[config.mk]
export PLATFORM = sky130hd
export DESIGN_NAME = uart_tx_arbiter
export DESIGN_NICKNAME = d
export VERILOG_FILES = /design/src/rtl/uart_tx_arbiter.sv
export SDC_FILE = /design/constraint.sdc
export NUM_CORES = 1
export LEC_CHECK = 0
export ABC_AREA = 1
export CAP_MARGIN = 20
export CORE_MARGIN = 4
export CORE_UTILIZATION = 45
export CTS_CLUSTER_DIAMETER = 40
export DETAILED_ROUTE_END_ITERATION = 16
export HOLD_SLACK_MARGIN = 0.1
export PLACE_DENSITY = 0.86
export SKIP_CTS_REPAIR_TIMING = 1
export SYNTH_ARGS = -nofsm -noshare
export SYNTH_HDL_FRONTEND = slang
export SYNTH_SLANG_ARGS = --single-unit
[constraint.sdc]
create_clock -name clk -period 2.1 [get_ports clk]
set_clock_uncertainty 0.2 [all_clocks]
set_input_delay 0.525 -clock clk [delete_from_list [all_inputs] [get_ports clk]]
set_output_delay 0.525 -clock clk [all_outputs]
set_load 0.05 [all_outputs]
[src/rtl/uart_tx_arbiter.sv]
// uart_tx_arbiter
//
// Shares one UartTx transmitter among N_REQ byte-stream requesters. The
// transmitter is granted per message with round-robin priority. A grant ends
// when a byte flagged req_last has gone out, when MAX_BURST bytes have been
// sent, or when the owner stops presenting data. Each byte is sequenced
// through the UartTx latch_data/busy handshake.
//
// Ports
//   clk        in   system clock
//   reset      in   asynchronous active-high reset
//   req_valid  in   [N_REQ]   lane i presents a byte
//   req_data   in   [8*N_REQ] lane i byte at [8i+7:8i]
//   req_last   in   [N_REQ]   lane i byte ends a message
//   req_ready  out  [N_REQ]   one-cycle accept pulse for the owner lane
//   tx_data    out  [8]       byte to UartTx.data, held until the next latch
//   tx_latch   out  1         one-cycle pulse to UartTx.latch_data
//   tx_busy    in   1         UartTx.busy
//   grant      out  [N_REQ]   one-hot current owner, 0 when idle
//
// All outputs are registered.
module uart_tx_arbiter #(
    parameter int N_REQ     = 4,
    parameter int MAX_BURST = 16
) (
    input  logic               clk,
    input  logic               reset,
    input  logic [N_REQ-1:0]   req_valid,
    input  logic [8*N_REQ-1:0] req_data,
    input  logic [N_REQ-1:0]   req_last,
    output logic [N_REQ-1:0]   req_ready,
    output logic [7:0]         tx_data,
    output logic               tx_latch,
    input  logic               tx_busy,
    output logic [N_REQ-1:0]   grant
);

    localparam int IDX_W = $clog2(N_REQ);
    localparam int CNT_W = $clog2(MAX_BURST + 1);
    localparam logic [CNT_W-1:0] BURST_END = CNT_W'(MAX_BURST);
    // WAIT_START gives up after its third cycle (the latch cycle counts as
    // the first), so a latch that UartTx never saw cannot hang the arbiter.
    localparam logic [1:0] START_TIMEOUT = 2'd2;

    typedef enum logic [1:0] {
        IDLE       = 2'd0,
        LOAD       = 2'd1,
        WAIT_START = 2'd2,
        WAIT_DONE  = 2'd3
    } state_t;

    function automatic logic [N_REQ-1:0] onehot(input logic [IDX_W-1:0] idx);
        logic [N_REQ-1:0] v;
        v = '0;
        for (int i = 0; i < N_REQ; i++) begin
            if (idx == IDX_W'(i)) begin
                v[i] = 1'b1;
            end
        end
        return v;
    endfunction

    state_t             state, state_nxt;
    logic [IDX_W-1:0]   owner, owner_nxt;
    logic [IDX_W-1:0]   last_owner, last_owner_nxt;
    logic [CNT_W-1:0]   byte_cnt, byte_cnt_nxt;
    logic               last_seen, last_seen_nxt;
    logic [1:0]         wait_cnt, wait_cnt_nxt;
    logic [N_REQ-1:0]   grant_nxt;
    logic [N_REQ-1:0]   req_ready_nxt;
    logic [7:0]         tx_data_nxt;
    logic               tx_latch_nxt;

    // Rotating-priority pick: first valid lane after last_owner, with wrap.
    logic               pick_found;
    logic [IDX_W-1:0]   pick_idx;
    int                 cand;

    always_comb begin
        pick_found = 1'b0;
        pick_idx   = '0;
        cand       = 0;
        for (int k = 1; k <= N_REQ; k++) begin
            cand = (int'(last_owner) + k) % N_REQ;
            if (!pick_found && req_valid[IDX_W'(cand)]) begin
                pick_found = 1'b1;
                pick_idx   = IDX_W'(cand);
            end
        end
    end

    // Owner lane selection.
    logic               own_valid;
    logic               own_last;
    logic [7:0]         own_byte;

    always_comb begin
        own_valid = 1'b0;
        own_last  = 1'b0;
        own_byte  = '0;
        for (int i = 0; i < N_REQ; i++) begin
            if (owner == IDX_W'(i)) begin
                own_valid = req_valid[i];
                own_last  = req_last[i];
                own_byte  = req_data[8*i +: 8];
            end
        end
    end

    logic burst_done;
    assign burst_done = last_seen || (byte_cnt == BURST_END);

    // State and output registers.
    always_ff @(posedge clk or posedge reset) begin
        if (reset) begin
            state      <= IDLE;
            owner      <= '0;
            last_owner <= IDX_W'(N_REQ - 1);
            byte_cnt   <= '0;
            last_seen  <= 1'b0;
            wait_cnt   <= '0;
            grant      <= '0;
            req_ready  <= '0;
            tx_data    <= '0;
            tx_latch   <= 1'b0;
        end else begin
            state      <= state_nxt;
            owner      <= owner_nxt;
            last_owner <= last_owner_nxt;
            byte_cnt   <= byte_cnt_nxt;
            last_seen  <= last_seen_nxt;
            wait_cnt   <= wait_cnt_nxt;
            grant      <= grant_nxt;
            req_ready  <= req_ready_nxt;
            tx_data    <= tx_data_nxt;
            tx_latch   <= tx_latch_nxt;
        end
    end

    // Next-state logic.
    always_comb begin
        state_nxt = state;
        case (state)
            IDLE: begin
                if (pick_found) begin
                    state_nxt = LOAD;
                end
            end
            LOAD: begin
                if (!own_valid) begin
                    state_nxt = IDLE;
                end else if (!tx_busy) begin
                    state_nxt = WAIT_START;
                end
            end
            WAIT_START: begin
                if (tx_busy || (wait_cnt == START_TIMEOUT)) begin
                    state_nxt = WAIT_DONE;
                end
            end
            WAIT_DONE: begin
                if (!tx_busy) begin
                    state_nxt = burst_done ? IDLE : LOAD;
                end
            end
            default: state_nxt = IDLE;
        endcase
    end

    // Next values of the registered outputs and bookkeeping registers.
    always_comb begin
        owner_nxt      = owner;
        last_owner_nxt = last_owner;
        byte_cnt_nxt   = byte_cnt;
        last_seen_nxt  = last_seen;
        wait_cnt_nxt   = wait_cnt;
        grant_nxt      = grant;
        tx_data_nxt    = tx_data;
        tx_latch_nxt   = 1'b0;
        req_ready_nxt  = '0;
        case (state)
            IDLE: begin
                if (pick_found) begin
                    owner_nxt     = pick_idx;
                    grant_nxt     = onehot(pick_idx);
                    byte_cnt_nxt  = '0;
                    last_seen_nxt = 1'b0;
                end
            end
            LOAD: begin
                if (!own_valid) begin
                    grant_nxt      = '0;
                    last_owner_nxt = owner;
                end else if (!tx_busy) begin
                    tx_data_nxt    = own_byte;
                    tx_latch_nxt   = 1'b1;
                    req_ready_nxt  = onehot(owner);
                    byte_cnt_nxt   = byte_cnt + CNT_W'(1);
                    last_seen_nxt  = own_last;
                    wait_cnt_nxt   = '0;
                end
            end
            WAIT_START: begin
                if (!tx_busy && (wait_cnt != START_TIMEOUT)) begin
                    wait_cnt_nxt = wait_cnt + 2'd1;
                end
            end
            WAIT_DONE: begin
                if (!tx_busy && burst_done) begin
                    grant_nxt      = '0;
                    last_owner_nxt = owner;
                end
            end
            default: begin
                grant_nxt = '0;
            end
        endcase
    end

endmodule
# After elaboration in Yosys (flattened, before gate mapping)
# Index checks and enable logic that the tools add are counted.
# classes
shifts	0
multipliers	0
bitwise_logic	1
addsub	6
order_cmp	4
eq_ne	21
mux	72
n_reduce_logical	25
n_div	0
# ops
cell	count
$mux 1	35
$mux 8	4
$mux 2	14
$mux 4	6
$ne 2x2->1 const B	9
$lt 2x4->1 const B	4
$reduce_and 4->1	4
$mux 5	3
$eq 2x2->1 const B	7
$pmux 4 s3	1
$pmux 5 s2	1
$bmux 1 s2	4
$pmux 2 s2	2
$pmux 2 s4	1
$add 2x1->2 const B	3
$eq 2x1->1 const B	3
$logic_not 2->1	3
$reduce_and 3->1	2
$reduce_bool 2->1	3
$add 5x1->5 const B	1
$eq 5x5->1 const B	1
$logic_and 1x1->1	5
$add 2x2->2 const B	2
$logic_not 1->1	4
other kinds (6)	7
# totals
mem_bits_rw	0
mem_count	0
output_inout_bits	17
in_bits	43
romBits	0
register_bits	31
wordCells	139
latch_bits	0

# Depth between registers and ports, before layout
# logic_depth
word_depth	18
mapped_depth	13
mapped_depth_nobuf	12

# Least setup slack after synthesis
# Ideal clock, no wire load.
# synth_timing
kind	register -> register
start	reg last_owner[0]
end	reg grant[0]
setup_slack_ns	0.347
n_path_buf	1
required_ns	1.782
path_stages_with_launch	13
arrival_time_ns	1.435
synth_period_minus_slack_ns	1.753
cell_sequence	dfstp_2 > buf_6 > inv_4 > nand2_1 > nand2_1 > nand2_1 > nand2_1 > nor2_4 > nand3_2 > nand2_2 > inv_1 > nand4_1 > nand2_1
# synth_between
elab_chain_cells	18
word_cells_on_any_way	36
# synth_rtl
item	line	source
start, declared	65	logic [IDX_W-1:0] last_owner, last_owner_nxt;
start signal, assigned	118	last_owner <= IDX_W'(N_REQ - 1);
start signal, assigned	129	last_owner <= last_owner_nxt;
$add 2x1->2	84	cand = (int'(last_owner) + k) % N_REQ;
$bmux 1 s2	85	if (!pick_found && req_valid[IDX_W'(cand)]) begin
$mux 1 (not written as such) (2 in a row)	85	
$mux 1	85	
$logic_not 1->1	85	
$logic_and 1x1->1	85	
$mux 1	85	
$logic_not 1->1	85	
$logic_and 1x1->1	85	
$mux 1	85	
$logic_not 1->1	85	
$logic_and 1x1->1	85	
$mux 2	85	
$logic_not 2->1	56	if (idx == IDX_W'(i)) begin
$mux 1	56	
$mux 4	183	if (pick_found) begin
$pmux 4 s3	181	case (state)
end signal, assigned	133	grant <= grant_nxt;
end, declared	35	output logic [N_REQ-1:0] grant
# Several ways; a longest one is shown, not always the timed one. The select of a mux whose other input is x is not followed.
# A chain may end at the register's enable or synchronous reset.

# Worst setup path in the final report
# layout_timing
start	reg last_owner[0]
end	reg grant[3]
# layout_between
elab_chain_cells	18
word_cells_on_any_way	36
# layout_rtl
item	line
$add 2x1->2	84
$bmux 1 s2	85
$mux 1 (not written as such) (2 in a row)	85
$mux 1	85
$logic_not 1->1	85
$logic_and 1x1->1	85
$mux 1	85
$logic_not 1->1	85
$logic_and 1x1->1	85
$mux 1	85
$logic_not 1->1	85
$logic_and 1x1->1	85
$mux 2	85
$eq 2x2->1	56
$mux 1	56
$mux 4	183
$pmux 4 s3	181
# Several ways; a longest one is shown, not always the timed one. The select of a mux whose other input is x is not followed.

==> results.json <==
{
  "place_area_um2": 2600,
  "cap_violations": 0,
  "period_share_pct": 96.1,
  "setup_tns_ns": 0,
  "fin_util_pct": 66.7,
  "fill_cells": 332,
  "vdd_drop_max_uv": 696,
  "synth_area_per_cell_um2": 7.40,
  "crit_top_cell": "nand2_1",
  "status": "complete, no violations",
  "clk_latency_ns": 0.28,
  "ys_warn_count": 0,
  "crit_chain": "buf_4, buf_4, nand2_1, nand3_1, nand2_2, nor2_4, nand4_1, nand3_1, nand2_1, nand2_1",
  "drive_gt1_share_pct": 19.9,
  "r2r-end": "grant[3]$_DFFE_PP0P_",
  "drt-met1-wl_um": 2260,
  "fp.dieH_um": 74.2,
  "hpwl_um": 3990,
  "wl_met3_um": 266,
  "ff2ff_path_depth": 10,
  "dr.pass1.iters": 4,
  "p_clk_share_pct": 13.2,
  "fmax_mhz": 496,
  "drt_wl_total_um": 5160,
  "hp-start": "grant[0]$_DFFE_PP0P_",
  "grt_pass1_wl_um": 8420,
  "tightest_slew_ns": 0.402,
  "p_per_area_nw_per_um2": 1430,
  "critPathArrivalTime_ns": 2.04,
  "reg2reg_slack_ns": 0.08,
  "yosysSeqAreaShare_pct": 39.5,
  "io_buffer_count": 59,
  "fp-row-count": 23,
  "placed_cells": 379,
  "worstPathRequired_ns": 2.12,
  "slew_violations": 0,
  "grt_max_degree": 32,
  "drc_errors": 0,
  "p_leak_nw": 1.40,
  "critPathMaxFanout": 5,
  "num_antenna_cells": 0,
  "first_iter_violations": 133,
  "synthCells": 266,
  "grt_usage_pct": 20.1,
  "p_int_mw": 1.97,
  "grt_overflow_total": 0,
  "hold_viol_final": 0,
  "critPathSlowestCell": "dfstp_2",
  "setup_violations": 0,
  "netlist_area_um2": 1970,
  "syn-num-nets": 312,
  "postRouteAntennaNets": 0,
  "ys_ff_latch": 31,
  "h-tree-depth": 2,
  "synth-main-ff-cell": "dfrtp_1",
  "cts_tree": "built",
  "path_class": "flip-flop to flip-flop",
  "clockBufferDepth": 2,
  "coreArea_um2": 4120,
  "p_seq_share_pct": 25.0,
  "die_w_um": 74.2,
  "p_switching_mw": 1.96,
  "maxSlewHeadroom_pct": 73.2,
  "place.gp.congestion": 0.884,
  "max_stage_delay_ns": 0.61,
  "syn2layout_area_growth_pct": 39.5,
  "power_frac_comb_pct": 61.7,
  "cts_sinks": 31,
  "cts_buffers": 5,
  "p_sw_share_pct": 49.8,
  "r2r_start": "last_owner[0]$_DFFE_PP1P_",
  "cts-root-buf": "clkbuf_8",
  "wl_per_cell_um": 13.2,
  "finalCriticalPeriod_ns": 2.02,
  "num_vias": 2016,
  "async_flop_share_pct": 100,
  "hold_depth": 2,
  "finalNonFillerCells": 391,
  "clkTransAtPathRegs_ns": 0.07,
  "final_area_um2": 2750,
  "whs_ns": 0.286,
  "die_area_um2": 5500,
  "synth.distinct_cells": 38,
  "first_global_vias": 1866,
  "endpoint_kind": "flip-flop",
  "nets": 386,
  "grt_antenna_before_repair": 0,
  "min_to": "grant[0]$_DFFE_PP0P_",
  "startpoint_type": "flip-flop",
  "ios": 60,
  "highest_layer": "met4",
  "hp-class": "flip-flop to flip-flop",
  "dr_wl_met2_um": 2540,
  "synth_edf_count": 0,
  "initial_utilization_pct": 47.9,
  "routed_via_density": 5.16
}
[worst max path at each step]
stage | start | end | slack, ns | cells past startpoint
after floorplan | last_owner[0]$_DFFE_PP1P_ | grant[0]$_DFFE_PP0P_ | 0.35 | 12
after CTS | last_owner[0]$_DFFE_PP1P_ | grant[3]$_DFFE_PP0P_ | 0.09 | 10
after global placement | req_valid[3] | grant[3]$_DFFE_PP0P_ | -0.13 | 10
final | last_owner[0]$_DFFE_PP1P_ | grant[3]$_DFFE_PP0P_ | 0.08 | 10
after detailed placement | req_valid[2] | owner[0]$_DFFE_PP0P_ | -0.19 | 12
after global routing | last_owner[0]$_DFFE_PP1P_ | grant[2]$_DFFE_PP0P_ | -0.007 | 10
[sequential cells by signal (all words and copies together) (netlist names), named ones only]
register	count
last_owner	2
wait_cnt	2
owner	2
byte_cnt	5
tx_data	8
last_seen	1
grant	4
tx_latch	1
state	1
req_ready	4
[cells by family after synthesis]
family          synth area share (%)
flops                           39.5
buf+inv                         8.89
xor+xnor                       0.890
fa+ha+maj                       1.91
simple gates                    37.7
compound gates                  11.1
[metal layers]
metal | vias up | GRT usage [%]
met5 | - | 0
met4 | 0 | 10.5
met2 | 57 | 33.5
met1 | 933 | 24.7
li1 | 1017 | -
met3 | 9 | 3.51
[power groups by stage]
stage	Combinational (mW)	Sequential [mW]	Clock, mW
final	2.43	0.985	0.519
after global routing	2.67	1.01	0.555
after CTS	2.34	0.992	0.532
after detailed placement	2.33	0.999	0
after global placement	2.29	0.992	0
after floorplan	1.44	1.27	0
[cells in the mapped netlist, types with 2 or more instances]
library cell   n  area share, %
a21oi_1        5            1.3
a221oi_1       4            1.8
buf_6          2            1.1
dfrtp_1       29             37
dfstp_2        2            2.7
ha_1           3            1.9
inv_1         22            4.2
inv_4          2           0.64
nand2_1       99             19
nand2_2        6            1.9
nand3_1       28            7.1
nand4_1        7            2.2
nor2_1        12            2.3
nor2_4         2            1.1
o21ai_0       12            3.0
o21ai_1        3           0.76
o21ai_2        6            2.7
or2_2          2           0.64
[final cells by class]
cell class              instances  area (um2)  share of cell area [%]
inverters                      27         124                    4.51
well taps                      50        62.6                    2.28
multi-input cells             202        1030                    37.4
clock buffers                   8         100                    3.64
repair buffers                 73         656                    23.9
flip-flops and latches         31         778                    28.3
[worst max-delay path: cells and delay by family (launching register included)]
kind                   cells  cell delay (ns)
buffers and inverters      2             0.23
DFF                        1             0.61
and+or+nand+nor            8             0.92
[per-stage QoR]
stage	power [mW]	setup WS, ns
CTS	3.87	0.0940
finish	3.93	0.0829
detailed placement	3.33	-0.194
global placement	3.28	-0.129
global route	4.23	-0.00750
floorplan	2.71	0.347
[layout by cell type (no fill, tap or decap), types with 2 or more instances in the layout]
master | netlist | layout
a21oi_1 | 5 | 5
a221oi_1 | 4 | 4
buf_4 | 1 | 31
clkbuf_8 | 0 | 7
clkdlybuf4s50_1 | 0 | 41
dfrtp_1 | 29 | 29
dfstp_2 | 2 | 2
ha_1 | 3 | 3
inv_1 | 22 | 22
nand2_1 | 99 | 98
nand2_2 | 6 | 7
nand3_1 | 28 | 28
nand4_1 | 7 | 7
nor2_1 | 12 | 12
nor2_4 | 2 | 2
o21ai_0 | 12 | 12
o21ai_1 | 3 | 3
o21ai_2 | 6 | 5
or2_2 | 2 | 2
No activity file was read; power rests on OpenSTA's default activity.
